[src/rtl/imem_pkg.sv]
// ============================================================================
// Module  : imem_pkg
// Purpose : Constants and state encoding shared by the instruction-memory
//           loader and readout engines.
// Rev     : 1.0  initial release
// ============================================================================
`default_nettype none

package imem_pkg;

    localparam int DEPTH = 8;
    localparam int AW    = 3;
    localparam int DW    = 8;

    // Program terminator byte recognised by both loader and readout.
    localparam logic [7:0] TERMINATOR = 8'hFF;

    typedef enum logic [2:0] {
        ST_IDLE  = 3'd0,
        ST_ISSUE = 3'd1,
        ST_CAPT  = 3'd2,
        ST_SEND  = 3'd3,
        ST_DONE  = 3'd4
    } imem_state_t;

endpackage

`default_nettype wire

[src/rtl/imem_readout.sv]
// ============================================================================
// Module  : imem_readout
// Purpose : Sweeps the instruction memory from address 0 through its
//           synchronous read port and streams each byte out on a
//           valid/ready interface; optionally stops after an all-ones byte.
// Rev     : 1.0  initial release
// ============================================================================
`default_nettype none

module imem_readout
    import imem_pkg::imem_state_t,
           imem_pkg::ST_IDLE,
           imem_pkg::ST_ISSUE,
           imem_pkg::ST_CAPT,
           imem_pkg::ST_SEND,
           imem_pkg::ST_DONE;
#(
    parameter int DEPTH      = imem_pkg::DEPTH,
    parameter int AW         = imem_pkg::AW,
    parameter int DW         = imem_pkg::DW,
    parameter int STOP_ON_FF = 1
) (
    input  logic          clk,
    input  logic          rst_n,
    input  logic          start,
    output logic          mem_rd_en,
    output logic [AW-1:0] mem_addr,
    input  logic [DW-1:0] mem_rdata,
    output logic [DW-1:0] out_data,
    output logic          out_valid,
    input  logic          out_ready,
    output logic          busy,
    output logic          done,
    output logic [AW:0]   count
);

    // Address width has to cover exactly the memory depth; the sweep
    // terminates on the last address instead of wrapping.
    generate
        if (AW != $clog2(DEPTH)) begin : g_bad_aw
            $error("imem_readout: AW must equal clog2(DEPTH)");
        end
    endgenerate

    localparam logic [AW-1:0] LAST_ADDR = AW'(DEPTH - 1);
    localparam logic [DW-1:0] ALL_ONES  = {DW{1'b1}};

    imem_state_t   state, state_nxt;
    logic [AW-1:0] addr, addr_nxt;
    logic [AW:0]   count_r, count_nxt;
    logic [DW-1:0] data_reg, data_nxt;

    logic          handshake;
    logic          last_byte;

    assign handshake = (state == ST_SEND) && out_ready;
    assign last_byte = (addr == LAST_ADDR) ||
                       ((STOP_ON_FF != 0) && (data_reg == ALL_ONES));

    // State, address, byte counter and one-deep output register.
    always_ff @(posedge clk) begin
        if (!rst_n) begin
            state    <= ST_IDLE;
            addr     <= '0;
            count_r  <= '0;
            data_reg <= '0;
        end else begin
            state    <= state_nxt;
            addr     <= addr_nxt;
            count_r  <= count_nxt;
            data_reg <= data_nxt;
        end
    end

    // Next-state and datapath update: one read, one capture, one send per byte.
    always_comb begin
        state_nxt = state;
        addr_nxt  = addr;
        count_nxt = count_r;
        data_nxt  = data_reg;
        case (state)
            ST_IDLE: begin
                if (start) begin
                    addr_nxt  = '0;
                    count_nxt = '0;
                    state_nxt = ST_ISSUE;
                end
            end
            ST_ISSUE: begin
                state_nxt = ST_CAPT;
            end
            ST_CAPT: begin
                data_nxt  = mem_rdata;
                state_nxt = ST_SEND;
            end
            ST_SEND: begin
                if (handshake) begin
                    count_nxt = count_r + (AW+1)'(1);
                    if (last_byte) begin
                        state_nxt = ST_DONE;
                    end else begin
                        addr_nxt  = addr + AW'(1);
                        state_nxt = ST_ISSUE;
                    end
                end
            end
            ST_DONE: begin
                state_nxt = ST_IDLE;
            end
            default: begin
                state_nxt = ST_IDLE;
            end
        endcase
    end

    assign mem_rd_en = (state == ST_ISSUE);
    assign mem_addr  = addr;
    assign out_data  = data_reg;
    assign out_valid = (state == ST_SEND);
    assign busy      = (state != ST_IDLE);
    assign done      = (state == ST_DONE);
    assign count     = count_r;

endmodule

`default_nettype wire

[config.mk]
export PLATFORM = sky130hd
export DESIGN_NAME = imem_readout
export DESIGN_NICKNAME = d
export VERILOG_FILES = /design/src/rtl/imem_pkg.sv /design/src/rtl/imem_readout.sv
export SDC_FILE = /design/constraint.sdc
export NUM_CORES = 1
export LEC_CHECK = 0
export BUFFER_PORTS_ARGS = -buffer_cell sky130_fd_sc_hd__buf_2
export CORE_UTILIZATION = 53
export CTS_BUF_LIST = sky130_fd_sc_hd__clkbuf_2 sky130_fd_sc_hd__clkbuf_4 sky130_fd_sc_hd__clkbuf_8
export CTS_CLUSTER_SIZE = 40
export DETAILED_ROUTE_END_ITERATION = 8
export GPL_TIMING_DRIVEN = 0
export HOLD_SLACK_MARGIN = 0.12
export PLACE_DENSITY = 0.87
export SLEW_MARGIN = 0
export SYNTH_ARGS = -nofsm -noshare
export SYNTH_HDL_FRONTEND = slang
export SYNTH_SLANG_ARGS = --single-unit
export TNS_END_PERCENT = 30
[constraint.sdc]
create_clock -name clk -period 3.35 [get_ports clk]
set_clock_uncertainty 0.1 [all_clocks]
set_input_delay 0.5025 -clock clk [delete_from_list [all_inputs] [get_ports clk]]
set_output_delay 0.5025 -clock clk [all_outputs]
set_load 0.02 [all_outputs]
# Word-level counts from Yosys, hierarchy flattened

Index checks and enable logic that the tools add are counted.

Logic and storage cells: 34
Bits of input ports: 12
Bits in registers: 18
Output and inout port bits: 19

Eq/ne operators: 9
Mux-type cells: 11
Reductions and logical operators: 8
Add/sub/neg operators: 2

Operator list:

| operator                                      | count |
|---|---|
| 2-to-1 mux 3 bit                              | 6 |
| one-hot mux 3 bit (4 select lines)            | 1 |
| == test 8 bit, second input constant          | 1 |
| 2-to-1 mux 4 bit                              | 2 |
| one-hot mux 4 bit (2 select lines)            | 1 |
| == test 3 x 2 -> 1 bit, second input constant | 2 |
| == test 3 bit, second input constant          | 2 |
| one-hot mux 3 bit (2 select lines)            | 1 |
| adder 4 x 1 -> 4 bit, second input constant   | 1 |
| != test 2 bit, second input constant          | 2 |
| AND reduction 4 bit                           | 1 |
| adder 3 x 1 -> 3 bit, second input constant   | 1 |
| == test 3 x 1 -> 1 bit, second input constant | 1 |
| zero test 3 bit                               | 1 |
| AND reduction 3 bit                           | 1 |
| nonzero test 3 bit                            | 1 |
| != test 2 x 1 -> 1 bit, second input constant | 1 |
| AND reduction 2 bit                           | 1 |
| nonzero test 2 bit                            | 1 |
| logical AND 1 bit                             | 1 |
| logical OR 1 bit                              | 1 |

# Depth between registers and ports, before layout

Gate-level depths: netlist of run 1.

Word-level depth: 5
Gate-level depth with buffers: 5
Mapped depth without buffers: 5

# Worst setup path after synthesis of run 1

OpenSTA, ideal clock, no wires.

Path type: input to register
From: input start
To: register addr[1] (netlist: mem_addr[1])
Setup slack: 1.607 ns
Required time: 3.133 ns
Arrival: 1.526 ns
Path buffers: 0
Stages: 4
Library setup time: 0.117 ns
Cell sequence: or4b_4 > and2_4 > a21o_1 > a32o_1

Cells in the longest elaborated chain, start to end: 2

Ends and longest elaborated chain:

| item                                 | line               | source |
|---|---|---|
| start, declared                      | imem_readout.sv:25 | `input logic start,` |
| != test 2 bit (no source line)       | -                  |  |
| AND reduction 4 bit (no source line) | -                  |  |
| end signal, assigned                 | imem_readout.sv:69 | `addr <= addr_nxt;` |
| end, declared                        | imem_readout.sv:49 | `logic [AW-1:0] addr, addr_nxt;` |

Every way passes these cells.
A chain may end at the register's enable or synchronous reset.

# Worst setup path after layout of run 1

From: register state[0]
To: output busy

Cells in the longest elaborated chain, start to end: 1

Ends and longest elaborated chain:

| item                   | line                | source |
|---|---|---|
| start, declared        | imem_readout.sv:48  | `imem_state_t state, state_nxt;` |
| start signal, assigned | imem_readout.sv:68  | `state <= state_nxt;` |
| nonzero test 3 bit     | imem_readout.sv:120 | `assign busy = (state != ST_IDLE);` |
| end, declared          | imem_readout.sv:32  | `output logic busy,` |

Every way passes these cells.

==> results of run 1 <==
-- synthesized netlist by cell type --
library cell                n
sky130_fd_sc_hd__nor2_1     3
sky130_fd_sc_hd__and2_4     1
sky130_fd_sc_hd__and3_1     1
sky130_fd_sc_hd__ha_1       3
sky130_fd_sc_hd__o21bai_1   1
sky130_fd_sc_hd__or3_2      1
sky130_fd_sc_hd__and3b_2    1
sky130_fd_sc_hd__a311oi_1   1
sky130_fd_sc_hd__xnor2_1    2
sky130_fd_sc_hd__nor3_1     1
sky130_fd_sc_hd__nand4b_1   1
sky130_fd_sc_hd__nor4_1     1
sky130_fd_sc_hd__mux2i_1    8
sky130_fd_sc_hd__a31oi_1    1
sky130_fd_sc_hd__o21ai_0    2
sky130_fd_sc_hd__a22oi_1    1
sky130_fd_sc_hd__dfxtp_1   18
sky130_fd_sc_hd__or4b_4     1
sky130_fd_sc_hd__a21oi_1    2
sky130_fd_sc_hd__nand2_1    2
sky130_fd_sc_hd__a31o_2     1
sky130_fd_sc_hd__a21boi_0   1
sky130_fd_sc_hd__and2_1     1
sky130_fd_sc_hd__a32o_1     2
sky130_fd_sc_hd__nor3b_1    3
sky130_fd_sc_hd__a21o_1     1
sky130_fd_sc_hd__nor2b_1   11
sky130_fd_sc_hd__and2b_2    1
sky130_fd_sc_hd__nand3_1    1
sky130_fd_sc_hd__clkbuf_1   1
sky130_fd_sc_hd__buf_2      3
sky130_fd_sc_hd__nand4_1    2
-- registers in the layout, summed over array words and instances (netlist names) --
| register | cells |
|---|---|
| state | 3 |
| mem_addr | 3 |
| count | 4 |
| out_data | 8 |
-- per-stage QoR --
stage | total power [mW] | hold slack, ns
2_1_floorplan | 0.280 | 0.480
3_3_place_gp | 0.301 | 0.409
3_5_place_dp | 0.303 | 0.419
4_1_cts | 0.434 | 0.336
5_1_grt | 0.451 | 0.350
6_report | 0.434 | 0.341
-- layer usage --
metal  vias to the layer above  part of all wire  GRT usage
met5                         -                 0          0
met3                         4             0.047     0.0326
li1                        360                 -          -
met1                       338              0.46      0.297
met2                        23              0.48      0.367
met4                         0             0.012      0.121
-- layout make-up --
type                            count  area share
Clock buffer                        4      0.0355
Sequential cell                    18       0.353
Tap cell                           15      0.0184
Multi-Input combinational cell     58       0.428
Timing Repair Buffer               30       0.147
Buffer                              4      0.0184
-- cells by family (layout without fill, tap and decap cells) --
logic type | after synthesis | count (layout) | synth area share
mux | 8 | 8 | 0.0980
simple gates | 32 | 32 | 0.256
compound gates | 13 | 13 | 0.115
buf+inv | 4 | 38 | 0.0230
xor+xnor | 2 | 2 | 0.0214
flops | 18 | 18 | 0.441
fa+ha+maj | 3 | 3 | 0.0459
-- path summary, 6_finish.rpt --
path                  to       from  slack [ns]
max                 busy   state[0]        1.33
max reg2reg  mem_addr[2]   state[2]        1.56
min             state[1]  out_ready        0.34
min reg2reg     count[3]   count[3]        0.44
-- worst max-delay path: cells and delay by family (launching register included) --
kind	cells	cell delay (ns)
buffers and inverters	2	0.34
DFF	1	0.32
and+or+nand+nor	1	0.47
-- power by group through the flow --
stage	Clock, mW	Sequential (mW)	Combinational, mW
2_1_floorplan	0	0.239	0.0414
3_3_place_gp	0	0.232	0.0692
3_5_place_dp	0	0.232	0.0709
4_1_cts	0.135	0.227	0.0719
5_1_grt	0.143	0.229	0.0789
6_report	0.135	0.227	0.0720
==> results.txt, run 1 <==
The maximum vdd ir drop is 0.000340 V. The final weighted congestion of routability-driven global placement came out at 0.799. The area added between synthesis and finish came out at 25.1%. The first global-routing pass estimated 2500 um of wire. Entering global routing, the biggest net connects 11 pins. The depth of the CTS H-tree is 1. The post-cts hold buffer count came out at 0. Fill cells in the final layout number 109.

The cell repeated most along the worst path is sky130_fd_sc_hd__buf_2. Once layout is complete, the utilization of the core stands at 0.748. 0 antenna diodes ended up in the layout. The most common library cell in the layout ignoring fill and taps is sky130_fd_sc_hd__buf_2. Yosys attributes the largest share of cell area to sky130_fd_sc_hd__dfxtp_1 (44%), sky130_fd_sc_hd__mux2i_1 (9.8%), sky130_fd_sc_hd__nor2b_1 (8.4%), sky130_fd_sc_hd__ha_1 (4.6%), sky130_fd_sc_hd__nor3b_1 (2.8%). The flow ran to the end, and the final reports show no timing, DRC or antenna violations. For this design the total switching power over the nets is 0.115 mW.

In the layout the commonest cells are sky130_fd_sc_hd__buf_2 (33), sky130_fd_sc_hd__dfxtp_1 (18), sky130_fd_sc_hd__nor2b_1 (11), sky130_fd_sc_hd__mux2i_1 (8). The die covers 1700 um2. The area inside the core boundary came out at 1370 um2. Across every metal layer, demand over resource in global routing totals 0.230. The deepest clock path buffer count came out at 2. The total cell area at the placement stage is 986 um2. The worst-case reg-to-reg path depth is 4. The number of cells on the worst hold path came out at 2. The area occupied by multi-input gates came out at 438 um2. The count of final max-slew check failures is 0. The setup path with the least slack is of type reg -> out. The floorplan die width is 41.3 um. The average instance in the mapped netlist occupies 10.2 um2. The post-route clock period utilization is 0.604. The total wirelength of the detailed-routed design is 1740 um. The area fraction of the dominant cell type after synthesis came out at 0.441. The residual antenna-violating net count after detailed routing came out at 0.

The required time at the endpoint of the critical path came out at 2.75 ns. The max-cap violation count is 0. The number of buffers created by CTS is 3. For this run, the register share of the synthesized area comes to 0.441. The headroom to the max-slew limit is 0.755.

The total overflow reported by the global router came out at 0. The type of element capturing the critical path is a primary output. In this run the clock root is driven by a sky130_fd_sc_hd__clkbuf_4.

The clock edge transition at the registers on the reported setup and hold paths is 0.11 ns. The clock period minus final worst setup slack came out at 2.02 ns. The insertion delay to the later sink of the worst-skew pair came out at 0.29 ns. STA classifies the critical path startpoint as a flop. TritonCTS built the clock tree. The final layout contains 130 nets.

Summed over all nets, the half-perimeter wirelength after detailed placement is 1220 um. The number of standard-cell rows in the floorplan came out at 13. The post-layout instance area is 1020 um2. Synthesis handed over a netlist of 80 instances. The switching share of power came out at 0.264. The slowest stage of the critical path is the sky130_fd_sc_hd__or3_2 cell. The share of total power dissipated in sequential elements is 0.523. The count of final hold-check violations is 0. The number of detailed-routing iterations run before antenna repair came out at 4.

The quantity of I/O buffers inserted on ports came out at 30. The via count of the first global-routing pass came out at 582. The count of boundary I/O pins is 31. The synthesized netlist net count is 95. The fraction of layout instances using a drive strength above 1 is 0.377.

Timing analysis after detailed placement gives a worst setup slack of 1.45 ns. The count of synthesis-stage warnings from yosys is 0. The clock share of power is 0.311. The number of setup buffers added after CTS is 0.

After detailed routing, the number of remaining DRC violations is 0. The measured slew at the worst slew-check pin is 0.367 ns. Synthesis instantiated 32 different standard cells from the library.

The number of clock sinks seen by CTS came out at 18. The total internal power is 0.320 mW. Setup repair after global routing left no endpoint under its margin. The achievable frequency came out at 0.494 GHz.

The final standard cell count with taps included and fillers excluded came out at 129. The detail-routed via count per cell is 5.62. Data on the critical path arrives at its endpoint at 1.42 ns. The number of synthesized register bits came out at 18.

In this run the worst hold path is classified as in -> reg. The static leakage is 0.476 nW. Walking the worst path, the cells encountered are buf_2, or3_2, buf_2. The initial antenna violation count is 0. The library cell with the largest summed area after synthesis is sky130_fd_sc_hd__dfxtp_1.

The number of setup violations in the final report came out at 0. The number of resized instances in the post-cts repair step came out at 0. The die is 41.3 um tall. The effective utilization at floorplan came out at 0.598. The total number of vias came out at 725. Dividing the detail-routed wire length by the instance count gives 13.5 um. The post-synthesis cell area is 817 um2. Dividing total power by cell area gives a power density of 425 nW/um2. The cell count after placement is 125. The maximum fanout count along the critical path came out at 10.

The sequential cell area came out at 360 um2. The part of the total power dissipated in combinational logic came out at 0.166. Once routing completed, OpenROAD measured the worst setup slack at 1.33 ns. The summed negative setup slack over all endpoints came out at 0 ns. In this design, the stage delay of the slowest critical-path cell is 0.47 ns. In this run, the number of DRC markers left after iteration 0 of detailed routing was 14.
Note: power is estimated with default switching activity, not from simulation.
==> run 2, diff against run 1 <==
--- a/config.mk
+++ b/config.mk
@@ -5,14 +5,15 @@
 export SDC_FILE = /design/constraint.sdc
 export NUM_CORES = 1
 export LEC_CHECK = 0
+export ABC_AREA = 1
 export BUFFER_PORTS_ARGS = -buffer_cell sky130_fd_sc_hd__buf_2
-export CORE_UTILIZATION = 53
+export CORE_UTILIZATION = 45
 export CTS_BUF_LIST = sky130_fd_sc_hd__clkbuf_2 sky130_fd_sc_hd__clkbuf_4 sky130_fd_sc_hd__clkbuf_8
 export CTS_CLUSTER_SIZE = 40
 export DETAILED_ROUTE_END_ITERATION = 8
 export GPL_TIMING_DRIVEN = 0
 export HOLD_SLACK_MARGIN = 0.12
-export PLACE_DENSITY = 0.87
+export PLACE_DENSITY = 0.78
 export SLEW_MARGIN = 0
 export SYNTH_ARGS = -nofsm -noshare
 export SYNTH_HDL_FRONTEND = slang
==> constraint.sdc (replaced) <==
create_clock -name clk -period 1.8 [get_ports clk]
set_clock_uncertainty 0.1 [all_clocks]
set_input_delay 0.27 -clock clk [delete_from_list [all_inputs] [get_ports clk]]
set_output_delay 0.27 -clock clk [all_outputs]
set_load 0.02 [all_outputs]
==> run 2 against run 1 <==
  * Sequential power grew 110%
  * Non-clock buffer count is 3 lower
  * Critical path depth stayed put
  * Final area is 6.6% higher
==> results.txt, run 2 <==
The kind of start point of the critical path is a flop (unchanged). The origin of the worst setup path is state[1] (was state[0]). The count of final max-slew check failures is 0 (unchanged). The register-to-register setup slack is 0.36 ns (was 1.56 ns). The xor/xnor cell area share of the yosys netlist came to 0.0201 (was 0.0214). The clock period minus final worst setup slack came out at 1.62 ns. The type of element capturing the critical path is a primary output (unchanged). The post-synthesis simple-gate area fraction came out at 0.373 (was 0.256). Dominant cells by area after synthesis: sky130_fd_sc_hd__dfxtp_1 (41%), sky130_fd_sc_hd__nor2_1 (11%), sky130_fd_sc_hd__nand2_1 (9.5%), sky130_fd_sc_hd__nand3_1 (4.6%), sky130_fd_sc_hd__o21ai_0 (4.6%) (was sky130_fd_sc_hd__dfxtp_1 (44%), sky130_fd_sc_hd__mux2i_1 (9.8%), sky130_fd_sc_hd__nor2b_1 (8.4%), sky130_fd_sc_hd__ha_1 (4.6%), sky130_fd_sc_hd__nor3b_1 (2.8%)). The residual antenna-violating net count after detailed routing is 0 (unchanged). The total wirelength of the detailed-routed design came to 1780 um (was 1740 um). The commonest register cell after synthesis was sky130_fd_sc_hd__dfxtp_1 (unchanged). The initial antenna violation count came out at 0 (unchanged).

The clock share of power is 0.225 (was 0.311). The area fraction in compound gates after synthesis came out at 0.103 (was 0.115). The number of flops mapped to enable cells by yosys is 0 (unchanged). The number of setup violations in the final report came to 0 (unchanged). The adder and majority cell fraction of the synthesized area is 0.0430 (was 0.0459).

The die extent in y came out at 46.0 um (was 41.3 um). The cell chosen for the clock root is sky130_fd_sc_hd__clkbuf_4 (unchanged). The fraction of layout instances using a drive strength above 1 came out at 0.311 (was 0.377). The measured slew at the worst slew-check pin came out at 0.284 ns (was 0.367 ns). The number of resized instances in the post-cts repair step is 0 (unchanged). The most common library cell in the layout ignoring fill and taps is sky130_fd_sc_hd__buf_2 (unchanged).

The deepest clock path buffer count came to 2 (unchanged). The required time at the endpoint of the critical path came out at 1.43 ns (was 2.75 ns). The post-synthesis cell area came out at 872 um2 (was 817 um2). The total overflow reported by the global router came to 0 (unchanged). The number of standard cells after synthesis came to 117 (was 80). The longest individual stage delay on the worst path came to 0.45 ns (was 0.47 ns). The final-stage net count came out at 167 (was 130). The area added between synthesis and finish is 25.0% (was 25.1%). The destination of the worst register-to-register timing path is mem_addr[1] (was mem_addr[2]).

The maximum fanout count along the critical path was 7 (was 10). The depth of the CTS H-tree is 1 (unchanged). The static leakage is 0.551 nW (was 0.476 nW).

The area inside the core boundary came out at 1760 um2 (was 1370 um2). The insertion delay to the later sink of the worst-skew pair is 0.28 ns (was 0.29 ns). The floorplan die width is 46.0 um (was 41.3 um). The count of final hold-check violations came out at 0 (unchanged). The number of clock sinks seen by CTS is 18 (unchanged).

The cell count after placement is 172 (was 125). The slowest cell on the critical path is sky130_fd_sc_hd__dfxtp_1 (was sky130_fd_sc_hd__or3_2). The worst-case reg-to-reg path depth came out at 8 (was 4).

The count of routing violations after the opening detailed-route iteration is 14 (unchanged). The part of the total power dissipated in combinational logic came out at 0.325 (was 0.166). The die area is 2120 um2 (was 1700 um2). The final antenna diode count came to 0 (unchanged). The overall power after layout is 1.08 mW (was 0.434 mW). The wire length of the first global-routing pass was 2860 um (was 2500 um). The wire length per cell came out at 10.1 um (was 13.5 um).

For this run, the top clock speed supported by timing is 0.618 GHz. The maximum vdd ir drop came out at 0.000633 V (was 0.000340 V). The summed negative setup slack over all endpoints is 0 ns (unchanged). The count of cell types in the netlist was 22 (was 32). The worst min-delay path class is in -> reg (unchanged). The number of detailed-routing iterations run before antenna repair is 4 (unchanged). The library cell with the largest summed area after synthesis is sky130_fd_sc_hd__dfxtp_1 (unchanged). The final standard cell count with taps included and fillers excluded is 176 (was 129). The part of the Yosys area used for sequential elements is 0.413 (was 0.441). The headroom to the max-slew limit is 0.810 (was 0.755). The number of synthesized register bits came out at 18 (unchanged). The combinational family with the most area after synthesis is simple AND/OR/NAND/NOR gates (unchanged). The sequential share of power came out at 0.450 (was 0.523).

The count of boundary I/O pins was 31 (unchanged). The capture point of the worst path is out_valid (was busy). The number of remaining DRC errors is 0 (unchanged). RSZ-0062 raised after global routing: false (unchanged). The quantity of I/O buffers inserted on ports is 30 (unchanged). The area fraction of the dominant cell type after synthesis came out at 0.413 (was 0.441). The TritonCTS clock tree was done (unchanged). The detail-routed via count per cell is 4.80 (was 5.62).

Cells traversed along the worst timing path: nand2_2, nor2_4, buf_2 (was buf_2, or3_2, buf_2). The via count of the first global-routing pass came out at 710 (was 582). The post-cts hold buffer count is 0 (unchanged).

The total number of vias came out at 844 (was 725). The largest net degree at the start of global routing is 11 (unchanged). The signal arrival time at the worst endpoint is 1.25 ns (was 1.42 ns). The number of buffers created by CTS came out at 3 (unchanged). The areal power density over the cells came to 992 nW/um2 (was 425 nW/um2). Run status: finished, final reports clean (unchanged). The cell with the most instances after synthesis is sky130_fd_sc_hd__nor2_1 (was sky130_fd_sc_hd__dfxtp_1). The switching share of power came out at 0.359 (was 0.264). The launch point of the worst reg-to-reg path is state[0] (was state[2]). The global routing usage summed across all routing layers is 0.187 (was 0.230).

The net switching power of the design came out at 0.388 mW (was 0.115 mW). The final hold slack came out at 0.133 ns (was 0.341 ns). The fraction of registers with async set or reset after synthesis was 0 (unchanged). The per-instance average area after synthesis was 7.45 um2 (was 10.2 um2). The kind of critical path was reg -> out (unchanged).

The effective utilization at floorplan was 0.494 (was 0.598). The total internal power is 0.693 mW (was 0.320 mW). Of the available clock period, the critical path in the final layout requires 0.899. The final cell utilization of the core is 0.618 (was 0.748). The count of synthesis-stage warnings from yosys is 0 (unchanged). Top cell types by occurrence after synthesis: sky130_fd_sc_hd__nor2_1 (25), sky130_fd_sc_hd__nand2_1 (22), sky130_fd_sc_hd__dfxtp_1 (18) (was sky130_fd_sc_hd__dfxtp_1 (18), sky130_fd_sc_hd__nor2b_1 (11), sky130_fd_sc_hd__mux2i_1 (8)). The flip-flop count of the largest register, all copies and words added came out at 8 (unchanged). The final weighted congestion of routability-driven global placement is 0.834 (was 0.799). The number of buffers added for setup after CTS is 0 (unchanged). The clock edge transition at the registers on the reported setup and hold paths is 0.10 ns (was 0.11 ns). The mux cell area share after synthesis is 0 (was 0.0980). The number of standard-cell rows in the floorplan is 15 (was 13). The half-perimeter wire length of the detailed placement result is 1360 um (was 1220 um). The max-cap violation count is 0 (unchanged). Most frequent cells in the layout: sky130_fd_sc_hd__buf_2 (31), sky130_fd_sc_hd__nor2_1 (25), sky130_fd_sc_hd__nand2_1 (22), sky130_fd_sc_hd__dfxtp_1 (18) (was sky130_fd_sc_hd__buf_2 (33), sky130_fd_sc_hd__dfxtp_1 (18), sky130_fd_sc_hd__nor2b_1 (11), sky130_fd_sc_hd__mux2i_1 (8)). The synthesized netlist net count is 132 (was 95).
## run 2: worst min-delay path by stage
stage | from | to | depth (start not counted)
after global routing | mem_rdata[3] | out_data[3] | 3
final | mem_rdata[5] | out_data[5] | 3
after floorplan | rst_n | out_data[0] | 2
after global placement | count[3] | count[3] | 2
after CTS | mem_rdata[5] | out_data[5] | 3
after detailed placement | count[3] | count[3] | 2
## run 2: power by group through the flow
stage | clock network (mW) | registers, mW | logic, mW
finish | 0.243 | 0.487 | 0.352
global route | 0.267 | 0.494 | 0.391
CTS | 0.253 | 0.487 | 0.354
detailed placement | 0 | 0.496 | 0.352
global placement | 0 | 0.494 | 0.343
floorplan | 0 | 0.540 | 0.209
## run 2: stage by stage
stage / area, um2 / setup WS [ns]
final: 1090 / 0.182
after global routing: 1090 / 0.109
after CTS: 1090 / 0.166
after detailed placement: 1050 / 0.386
after global placement: 1050 / 0.424
after floorplan: 872 / 0.399
## run 2: cell families (layout without fill, tap and decap cells)
| logic type | after synthesis | count (layout) |
|---|---|---|
| AOI/OAI and AO/OA | 17 | 17 |
| adders and majority gates | 3 | 3 |
| xor gates and xnor gates | 2 | 2 |
| buffers and inverters | 10 | 44 |
| and+or+nand+nor | 67 | 67 |
| DFF | 18 | 18 |
## run 2: area by class of cell
cell class	instances	area, um2
Clock buffer	4	36.3
Inverter	9	36.3
Multi-Input combinational cell	89	470
Timing Repair Buffer	30	150
Fill cell	185	674
Sequential cell	18	360
Tap cell	25	31.3
Buffer	1	5.00
## run 2: routing by layer
metal	up-vias	track usage	routed length, um
met5	-	0	0
met4	0	0.0882	12
met3	2	0.0238	45
met2	13	0.296	864
met1	382	0.249	856
li1	447	-	-
## run 2: worst max-delay path, delay by kind of cell, from the launching register on
kind                   cells  cell delay [ns]
DFF                        1             0.45
buffers and inverters      1             0.21
and+or+nand+nor            2             0.31
==> run 3, diff against run 2 <==
==> constraint.sdc (replaced) <==
create_clock -name clk -period 1.45 [get_ports clk]
set_clock_uncertainty 0.1 [all_clocks]
set_input_delay 0.2175 -clock clk [delete_from_list [all_inputs] [get_ports clk]]
set_output_delay 0.2175 -clock clk [all_outputs]
set_load 0.02 [all_outputs]
==> run 3 against run 2 <==
  * Die area did not move
  * Worst hold slack improved by 0.23 ns
  * Count of clock-buffer cells in the layout is the same
  * Highest routed layer unchanged
  * Worst setup slack got worse by 0.15 ns
  * Register-to-register slack got worse by 0.27 ns
  * Power grew 28%
  * Final area grew 13%
  * Combinational power up 34%
  * Utilization is 7.7 points higher
  * Critical path type unchanged
==> results.txt, run 3 (synthesis results as in run 2) <==
The max-cap violation count is 0 (unchanged). The area added between synthesis and finish came to 40.6% (was 25.0%). The count of boundary I/O pins is 31 (unchanged). The floorplan die width came to 46.0 um (unchanged).

Run status: finished, final reports clean (unchanged). The cell count after placement came out at 172 (unchanged). The TritonCTS clock tree was done (unchanged). The number of standard-cell rows in the floorplan came out at 15 (unchanged). The depth of the CTS H-tree came to 1 (unchanged). The areal power density over the cells came out at 1130 nW/um2 (was 992 nW/um2). The number of buffers created by CTS is 3 (unchanged). The final weighted congestion of routability-driven global placement was 0.834 (unchanged). The clock period minus final worst setup slack came out at 1.42 ns. The cell chosen for the clock root is sky130_fd_sc_hd__clkbuf_4 (unchanged). The maximum vdd ir drop came out at 0.000788 V (was 0.000633 V).

The post-layout instance area came out at 1230 um2 (was 1090 um2). The total number of vias is 896 (was 844). The longest individual stage delay on the worst path is 0.38 ns (was 0.45 ns). The required time at the endpoint of the critical path was 1.13 ns (was 1.43 ns). The slowest cell on the critical path is sky130_fd_sc_hd__dfxtp_4 (was sky130_fd_sc_hd__dfxtp_1). The static leakage came out at 0.604 nW (was 0.551 nW). The via count of the first global-routing pass is 772 (was 710). The clock edge transition at the registers on the reported setup and hold paths was 0.10 ns (about the same). The die extent in y came out at 46.0 um (unchanged). The measured slew at the worst slew-check pin came to 0.303 ns (was 0.284 ns). The number of clock sinks seen by CTS is 18 (unchanged).

The total overflow reported by the global router is 0 (unchanged). The count of routing violations after the opening detailed-route iteration is 13 (was 14). The wire length per cell is 10.4 um (was 10.1 um). The number of remaining DRC errors came out at 0 (unchanged). The type of element capturing the critical path is a primary output (unchanged). The insertion delay to the later sink of the worst-skew pair came out at 0.29 ns (was 0.28 ns). The effective utilization at floorplan came to 0.494 (unchanged).

Most frequent cells in the layout: sky130_fd_sc_hd__buf_2 (29), sky130_fd_sc_hd__nor2_1 (24), sky130_fd_sc_hd__nand2_1 (21), sky130_fd_sc_hd__dfxtp_1 (15), sky130_fd_sc_hd__dlygate4sd3_1 (10) (was sky130_fd_sc_hd__buf_2 (31), sky130_fd_sc_hd__nor2_1 (25), sky130_fd_sc_hd__nand2_1 (22), sky130_fd_sc_hd__dfxtp_1 (18)). The fraction of layout instances using a drive strength above 1 came out at 0.337 (was 0.311). The initial antenna violation count was 0 (unchanged).

The final-stage net count came to 179 (was 167). The family with the most delay on the worst path is flip-flops (unchanged). The kind of critical path is reg -> out (unchanged). The worst min-delay path class is in -> reg (unchanged).

The total cell area at the placement stage came out at 1050 um2 (unchanged). The total wirelength of the detailed-routed design is 1960 um (was 1780 um). The number of setup violations in the final report is 0 (unchanged). The flip-flop count of the largest register, all copies and words added came out at 8 (unchanged). The headroom to the max-slew limit came to 0.798 (was 0.810). Cells traversed along the worst timing path: nor2_2, nand2_1, buf_2 (was nand2_2, nor2_4, buf_2). The largest net degree at the start of global routing was 11 (unchanged). The post-route clock period utilization came out at 0.977. The final antenna diode count is 0 (unchanged).

The quantity of I/O buffers inserted on ports is 30 (unchanged). The global routing usage summed across all routing layers was 0.204 (was 0.187). The number of buffer and inverter stages on the critical path was 1 (unchanged). The signal arrival time at the worst endpoint is 1.10 ns (was 1.25 ns).

The residual antenna-violating net count after detailed routing is 0 (unchanged). RSZ-0062 raised after global routing: true (was false). The wire length of the first global-routing pass is 3130 um (was 2860 um). The most common library cell in the layout ignoring fill and taps was sky130_fd_sc_hd__buf_2 (unchanged). The count of final hold-check violations came to 0 (unchanged).

The area inside the core boundary is 1760 um2 (unchanged). The die area is 2120 um2 (unchanged). The filler cell count in the final layout is 160 (was 185). The final standard cell count with taps included and fillers excluded was 188 (was 176). The detail-routed via count per cell is 4.77 (was 4.80).

The number of detailed-routing iterations run before antenna repair is 4 (unchanged). The half-perimeter wire length of the detailed placement result is 1360 um (unchanged). The count of final max-slew check failures is 0 (unchanged).

The kind of start point of the critical path was a flop (unchanged). The maximum fanout count along the critical path came out at 6 (was 7). The deepest clock path buffer count is 2 (unchanged). For this run, the top clock speed supported by timing is 0.706 GHz.
==> run 3: worst reg2reg max path, stage by stage (launching register included) <==
cell,delay [ns]
sky130_fd_sc_hd__dfxtp_4,0.39
sky130_fd_sc_hd__nand2_2,0.07
sky130_fd_sc_hd__nor2_4,0.14
sky130_fd_sc_hd__buf_4,0.15
sky130_fd_sc_hd__nand2_4,0.07
sky130_fd_sc_hd__nand2_4,0.09
sky130_fd_sc_hd__nor2_8,0.06
sky130_fd_sc_hd__a21oi_1,0.14
sky130_fd_sc_hd__nor2_1,0.06
==> run 3: power by group <==
group | internal, mW | switching (mW)
clock | 0.153 | 0.152
combinational | 0.182 | 0.291
sequential | 0.555 | 0.0521
total | 0.890 | 0.494
==> run 3: timing repair <==
item,CTS,global route
pin swaps,1,0
hold buffers,10,0
endpoints found under the hold margin,9,0
setup buffers,2,0
setup endpoints to repair,3,11
gates resized for setup,4,7
==> run 3: layout make-up <==
| cell class | count | area, um2 | area share |
|---|---|---|---|
| Buffer | 1 | 5.00 | 0.00408 |
| Clock buffer | 4 | 36.3 | 0.0296 |
| Inverter | 9 | 36.3 | 0.0296 |
| Multi-Input combinational cell | 89 | 475 | 0.388 |
| Sequential cell | 18 | 372 | 0.303 |
| Tap cell | 25 | 31.3 | 0.0255 |
| Timing Repair Buffer | 42 | 270 | 0.220 |
==> run 3: final timing paths <==
path	startpoint	to	slack, ns	depth (start not counted)
max	state[0]	busy	0.03	3
min	start	count[1]	0.36	5
max reg2reg	state[1]	mem_addr[0]	0.09	8
min reg2reg	count[3]	count[3]	0.40	2
==> run 3: stage by stage <==
stage / hold slack [ns] / util / power, mW / setup TNS, ns / setup slack (ns)
2_1_floorplan: 0.253 / - / 0.930 / 0 / 0.0492
3_3_place_gp: 0.368 / 0.597 / 1.04 / 0 / 0.0736
3_5_place_dp: 0.375 / 0.597 / 1.05 / 0 / 0.0361
4_1_cts: 0.348 / 0.687 / 1.39 / 0 / 0.0260
5_1_grt: 0.395 / 0.695 / 1.47 / -0.0223 / -0.0164
6_report: 0.358 / 0.695 / 1.38 / 0 / 0.0335
==> run 3: per-layer routing <==
layer | global-route usage | wire [um] | vias up
met4 | 0.0941 | 12 | 0
met2 | 0.321 | 950 | 23
met1 | 0.275 | 932 | 399
met3 | 0.0238 | 67 | 2
met5 | 0 | 0 | -
li1 | - | - | 472
